==> src/rtl/game_pkg.sv <==
// game_pkg: shared constants, state/player types and LFSR step for the turn controller.
package game_pkg;
  localparam int START_X = 20;
  localparam int TILE_SPACING = 60;
  localparam int MAX_X = 620;
  localparam logic [7:0] LFSR_SEED = 8'hA5;
  // x^8+x^6+x^5+x^4+1 maps onto register bits 7,5,4,3
  localparam logic [7:0] LFSR_TAPS = 8'b1011_1000;
  typedef enum logic [2:0] {IDLE, ROLL, MOVE, WAIT_DONE, CHECK, OVER, NEWGAME} state_t;
  typedef logic player_t;
  function automatic logic [7:0] lfsr_next(input logic [7:0] l);
    return {l[6:0], ^(l & LFSR_TAPS)};
  endfunction
endpackage

==> src/rtl/game_turn_ctrl_btn_debounce.sv <==
// btn_debounce: 2-flop synchronizer, stability counter and registered rising-edge pulse.
module btn_debounce #(
  parameter int CYCLES = 1000000
) (
  input  logic clk_100mhz,
  input  logic btn_reset,
  input  logic btn_i,
  output logic pulse_o
);
  localparam int CW = $clog2(CYCLES + 1);
  logic [1:0] sync_q;
  logic [CW-1:0] cnt_q;
  logic level_q, level_prev_q;
  always_ff @(posedge clk_100mhz or posedge btn_reset)
    if (btn_reset) begin
      sync_q <= '0;
      cnt_q <= '0;
      level_q <= 1'b0;
      level_prev_q <= 1'b0;
      pulse_o <= 1'b0;
    end else begin
      sync_q <= {sync_q[0], btn_i};
      if (sync_q[1] == level_q) cnt_q <= '0;
      else if (cnt_q == CW'(CYCLES - 1)) begin
        level_q <= sync_q[1];
        cnt_q <= '0;
      end else cnt_q <= cnt_q + 1'b1;
      level_prev_q <= level_q;
      pulse_o <= level_q & ~level_prev_q;
    end
endmodule

==> src/rtl/game_turn_ctrl.sv <==
// game_turn_ctrl: two-player dice turn sequencer feeding ui_render.
// GAME_EXACT_FINISH_EN rejects overshooting moves instead of clamping them to MAX_X.
module game_turn_ctrl
  import game_pkg::*;
#(
  parameter int DEBOUNCE_CYCLES = 1000000,
  parameter int VALID_STRETCH = 4
) (
  input  logic       clk_100mhz,
  input  logic       btn_reset,
  input  logic       btn_roll,
  output logic [9:0] player1_pos_x,
  output logic       player1_pos_valid,
  input  logic       player1_turn_done,
  output logic [9:0] player2_pos_x,
  output logic       player2_pos_valid,
  input  logic       player2_turn_done,
  output logic       cur_player,
  output logic [1:0] dice_value,
  output logic       game_over,
  output logic [1:0] winner
);
  localparam int VW = $clog2(VALID_STRETCH + 1);
  state_t state_q, state_d;
  logic [7:0] lfsr_q;
  logic [1:0][9:0] pos_q, pos_d;
  logic [1:0] vmask_q, vmask_d, dice_q, dice_d, winner_q, winner_d, done_p_q, die;
  logic [VW-1:0] vcnt_q, vcnt_d;
  player_t cur_q, cur_d;
  logic over_q, over_d, roll_pulse, reject;
  logic [1:0][2:0] done_sync_q;
  logic [10:0] sum;
  logic [9:0] target;
  btn_debounce #(.CYCLES(DEBOUNCE_CYCLES)) u_roll (
    .clk_100mhz(clk_100mhz),
    .btn_reset(btn_reset),
    .btn_i(btn_roll),
    .pulse_o(roll_pulse)
  );
  assign die = 2'(lfsr_q % 8'd3 + 8'd1);
  assign sum = 11'({1'b0, pos_q[cur_q]} + die * TILE_SPACING);
  assign target = (sum > 11'(MAX_X)) ? 10'(MAX_X) : sum[9:0];
`ifdef GAME_EXACT_FINISH_EN
  assign reject = sum > 11'(MAX_X);
`else
  assign reject = 1'b0;
`endif
  always_ff @(posedge clk_100mhz or posedge btn_reset)
    if (btn_reset) begin
      state_q <= IDLE;
      lfsr_q <= LFSR_SEED;
      pos_q <= {2{10'(START_X)}};
      vmask_q <= '0;
      vcnt_q <= '0;
      cur_q <= 1'b0;
      dice_q <= '0;
      over_q <= 1'b0;
      winner_q <= '0;
      done_sync_q <= '0;
      done_p_q <= '0;
    end else begin
      state_q <= state_d;
      lfsr_q <= lfsr_next(lfsr_q);
      pos_q <= pos_d;
      vmask_q <= vmask_d;
      vcnt_q <= vcnt_d;
      cur_q <= cur_d;
      dice_q <= dice_d;
      over_q <= over_d;
      winner_q <= winner_d;
      done_sync_q[0] <= {done_sync_q[0][1:0], player1_turn_done};
      done_sync_q[1] <= {done_sync_q[1][1:0], player2_turn_done};
      done_p_q <= {done_sync_q[1][1] & ~done_sync_q[1][2], done_sync_q[0][1] & ~done_sync_q[0][2]};
    end
  // position and strobe are registered on entry to MOVE/NEWGAME so valid rises with the state
  always_comb begin
    state_d = state_q;
    pos_d = pos_q;
    vmask_d = vmask_q;
    vcnt_d = vcnt_q - VW'(vcnt_q != '0);
    cur_d = cur_q;
    dice_d = dice_q;
    over_d = over_q;
    winner_d = winner_q;
    unique case (state_q)
      IDLE: state_d = roll_pulse ? ROLL : IDLE;
      ROLL: begin
        dice_d = die;
        state_d = reject ? CHECK : MOVE;
        if (!reject) begin
          pos_d[cur_q] = target;
          vmask_d = cur_q ? 2'b10 : 2'b01;
          vcnt_d = VW'(VALID_STRETCH);
        end
      end
      MOVE: state_d = WAIT_DONE;
      WAIT_DONE: state_d = done_p_q[cur_q] ? CHECK : WAIT_DONE;
      CHECK: begin
        if (pos_q[cur_q] == 10'(MAX_X)) begin
          over_d = 1'b1;
          winner_d = cur_q ? 2'd2 : 2'd1;
          state_d = OVER;
        end else begin
          cur_d = ~cur_q;
          state_d = IDLE;
        end
      end
      OVER: if (roll_pulse) begin
        state_d = NEWGAME;
        pos_d = {2{10'(START_X)}};
        vmask_d = 2'b11;
        vcnt_d = VW'(VALID_STRETCH);
        cur_d = 1'b0;
        over_d = 1'b0;
        winner_d = '0;
        dice_d = '0;
      end
      NEWGAME: state_d = IDLE;
      default: state_d = IDLE;
    endcase
  end
  assign player1_pos_x = pos_q[0];
  assign player2_pos_x = pos_q[1];
  assign player1_pos_valid = vmask_q[0] & (vcnt_q != '0);
  assign player2_pos_valid = vmask_q[1] & (vcnt_q != '0);
  assign cur_player = cur_q;
  assign dice_value = dice_q;
  assign game_over = over_q;
  assign winner = winner_q;
endmodule

==> config.mk <==
export PLATFORM = sky130hd
export DESIGN_NAME = game_turn_ctrl
export DESIGN_NICKNAME = d
export VERILOG_FILES = /design/src/rtl/game_pkg.sv /design/src/rtl/game_turn_ctrl_btn_debounce.sv /design/src/rtl/game_turn_ctrl.sv
export SDC_FILE = /design/constraint.sdc
export NUM_CORES = 1
export LEC_CHECK = 0
export ABC_AREA = 1
export CAP_MARGIN = 20
export CORE_MARGIN = 5
export CORE_UTILIZATION = 60
export DETAILED_ROUTE_END_ITERATION = 8
export GPL_TIMING_DRIVEN = 0
export PLACE_DENSITY = 0.83
export SLEW_MARGIN = 20
export SYNTH_ARGS = -nofsm -noshare
export SYNTH_HDL_FRONTEND = slang
export SYNTH_SLANG_ARGS = --single-unit
==> constraint.sdc <==
create_clock -name clk_100mhz -period 11.2 [get_ports clk_100mhz]
set_clock_uncertainty 0.05 [all_clocks]
set_input_delay 2.24 -clock clk_100mhz [delete_from_list [all_inputs] [get_ports clk_100mhz]]
set_output_delay 2.24 -clock clk_100mhz [all_outputs]
set_load 0.01 [all_outputs]
==> run summary <==
outcome - finished, final reports clean
maxcap violations - 0
Synth warnings - 0
Root Driver - clkbuf_8
Core Footprint - 6350 sq um
Seq pwr share - 48.5%
Switching Share - 20.6%
grt total ovfl - 0
number of fill cells in the layout - 480
period utilization - 50.0%
Leak Pwr - 0.00218 uW
cts repair resizes - 0
Slew Viols, Final - 0
Crit. Startpoint - lfsr_q[5]$_DFF_PP1_
most frequent cells after synthesis - 79 x nand2_1, 70 x inv_1, 67 x dfrtp_1, 37 x nor2_1, 26 x nand3_1
pre-CTS setup slack - 5.72 ns
Synth Area in Compound Gates - 11.2%
Rows - 29
critical path endpoint category - flop
final core occ - 73.0%
mux cell area share after synthesis - 0.287%
path type of the worst setup path - flop to flop
simple-gate portion of the synthesized area - 24.0%
largest net degree at the start of global routing - 42
Peak VDD IR - 121 uV
initial core utilization - 61.8%
proportion of layout cells with a drive suffix above 1 - 16.1%
largest family of logic cells by synthesized area - simple AND/OR/NAND/NOR gates
# Post-CTS Setup Buffers - 0
setup tns final - 0 ns
Pre-antenna DRT Iters - 5
Hold Crit Class - flop to flop
final setup margin - 5.60 ns
Die Span X - 90.8 um
Mapped Nets - 480
Die H - 90.8 um
vias in the first global route - 3,197
crit path DAT - 5.81 ns
fraction of registers with async set/reset - 100%
top cell type's share of synthesized area - 42.8%
IO Pins - 33
Final Hold Viols - 0
DP HPWL - 5800 um
post-synth cell types - 40
reg2reg start - lfsr_q[5]$_DFF_PP1_
initial antenna violation count - 0
post-route ant nets - 0
Net Sw Power - 117 uW
Slew @ Worst Pin - 0.549 ns
Avg Synthesized Cell Area - 8.54 sq um
most frequent cell after synthesis - nand2_1
Crit-path slowest cell - dfstp_2
CP most frequent cell - nand2_1
CP max FO - 8
Final Setup Violations - 0
Clk pwr share - 49.3%
Worst-path clk slew - 0.09 ns
Int Pwr - 450 uW
post-synthesis cell count - 459
synth top area cells - dfrtp_1 43%, nand2_1 7.6%, inv_1 6.7%
Die ar. - 8250 sq um
post-route minimum period - 5.60 ns
wire length per cell - 14.2 um
Reg2Reg Setup Slack - 5.60 ns
register area share after synthesis - 48.1%
Mapped Area - 3920 sq um
drc violations - 0
port bufs - 32
hold path cells - 0
Starting DRT DRC Count - 237
routability-driven placement congestion ratio - 0.885
Worst-Skew Late Latency - 0.35 ns
diode count - 0
hold buffers post-CTS - 0
global-route wire length before repair - 14,600 um
CTS max path bufs - 2
Nets - 524
GR Util All Layers - 21.4%
Post-Synth Adder-Cell Area - 5.30%
type of origin of the critical path - flop
Fmax achieved - 179 MHz
Synth Area in XOR/XNOR - 3.13%
Hold Path Origin - u_roll.sync_q[0]$_DFF_PP0_
worst relative slew slack - 63.0%
Post-synth EDFFs - 0
area growth from synthesis to layout - 18.2%
Detailed Route WL - 8280 um
PwrDens - 122 nW/um^2
post-synth top area cell - dfrtp_1
Critical Path Max Stage Delay - 0.60 ns
via count - 3,164
cells on worst reg2reg path - 40
RSZ-0062 raised after global routing - false
total number of H-tree levels - 3
post-DR vias/cell - 5.41
CP Data Required Time - 11.41 ns
Post-synth top flop - dfrtp_1
register bit total from synthesis - 75
clk sink count - 75
CTS tree - done
number of buffers created by CTS - 9
combinational power share - 2.1%
[worst paths after layout]
check | endpoint
worst min-delay path | u_roll.sync_q[1]$_DFF_PP0_
worst max-delay path | player1_pos_x[1]$_DFFE_PP0P_
min in group asynchronous | lfsr_q[1]$_DFF_PP0_
max in group asynchronous | u_roll.sync_q[0]$_DFF_PP0_
worst max register to register | player1_pos_x[1]$_DFFE_PP0P_
worst min register to register | u_roll.sync_q[1]$_DFF_PP0_
[through the flow]
stage               cells  cell area (sq um)  hold slack, ns  total power [uW]
floorplan             459               3920           0.281               287
global placement      568               4340           0.293               291
detailed placement    569               4360           0.288               292
CTS                   585               4630           0.316               571
global route          585               4630           0.339               587
finish                585               4630           0.317               567
[power groups by stage]
stage | Sequential, uW | Clock, uW | Combinational [uW]
CTS | 275 | 283 | 12.6
detailed placement | 280 | 0 | 12.4
floorplan | 280 | 0 | 7.59
global placement | 280 | 0 | 10.9
global route | 275 | 298 | 14.1
finish | 275 | 280 | 12.1
[state kept, by name, summed over array words and instances (netlist names), 2 cells and up]
| signal | cells |
|---|---|
| dice_value | 2 |
| done_p_q | 2 |
| done_sync_q | 6 |
| lfsr_q | 8 |
| player1_pos_x | 10 |
| player2_pos_x | 10 |
| state_q | 3 |
| u_roll.cnt_q | 20 |
| u_roll.sync_q | 2 |
| vcnt_q | 3 |
| vmask_q | 2 |
| winner | 2 |
[layout make-up]
type / instances / area [sq um] / area share (%)
Multi-Input combinational cell: 301 / 1720 / 37.1
Clock buffer: 9 / 124 / 2.67
Buffer: 2 / 10.0 / 0.216
Timing Repair Buffer: 33 / 340 / 7.35
Inverter: 81 / 307 / 6.62
Clock inverter: 7 / 149 / 3.21
Tap cell: 77 / 96.3 / 2.08
Sequential cell: 75 / 1890 / 40.7
[per-layer routing]
metal	vias up	part of all wire [%]	track usage, %
met4	0	2.5	8.92
met1	1493	43	27.7
met2	91	49	35.2
li1	1557	-	-
met5	-	0	0
met3	23	5.0	4.08
[logic make-up (layout without fill, tap and decap cells)]
group	Yosys count	in the layout
and+or+nand+nor	194	194
buffers and inverters	83	132
AOI/OAI and AO/OA	76	76
DFF	75	75
adders and majority gates	16	16
xor gates and xnor gates	14	14
muxes	1	1
[cells in the final DEF (no fill, tap or decap), types with 11 or more instances in the layout]
master,netlist,routed
a21oi_1,20,20
clkdlybuf4s50_1,0,32
dfrtp_1,67,67
ha_1,15,15
inv_1,70,69
inv_2,11,11
nand2_1,79,79
nand2_2,18,18
nand3_1,26,26
nor2_1,37,37
o21ai_0,24,24
[critical path: cells and delay by family, from the launching register on]
kind            cells  cell delay, ns
fa+ha+maj           4            1.11
buf+inv             8            0.56
compound gates      4            0.74
simple gates       23            2.20
flops               1            0.60
xor+xnor            1            0.22
Power figures use the tool's default switching activity.
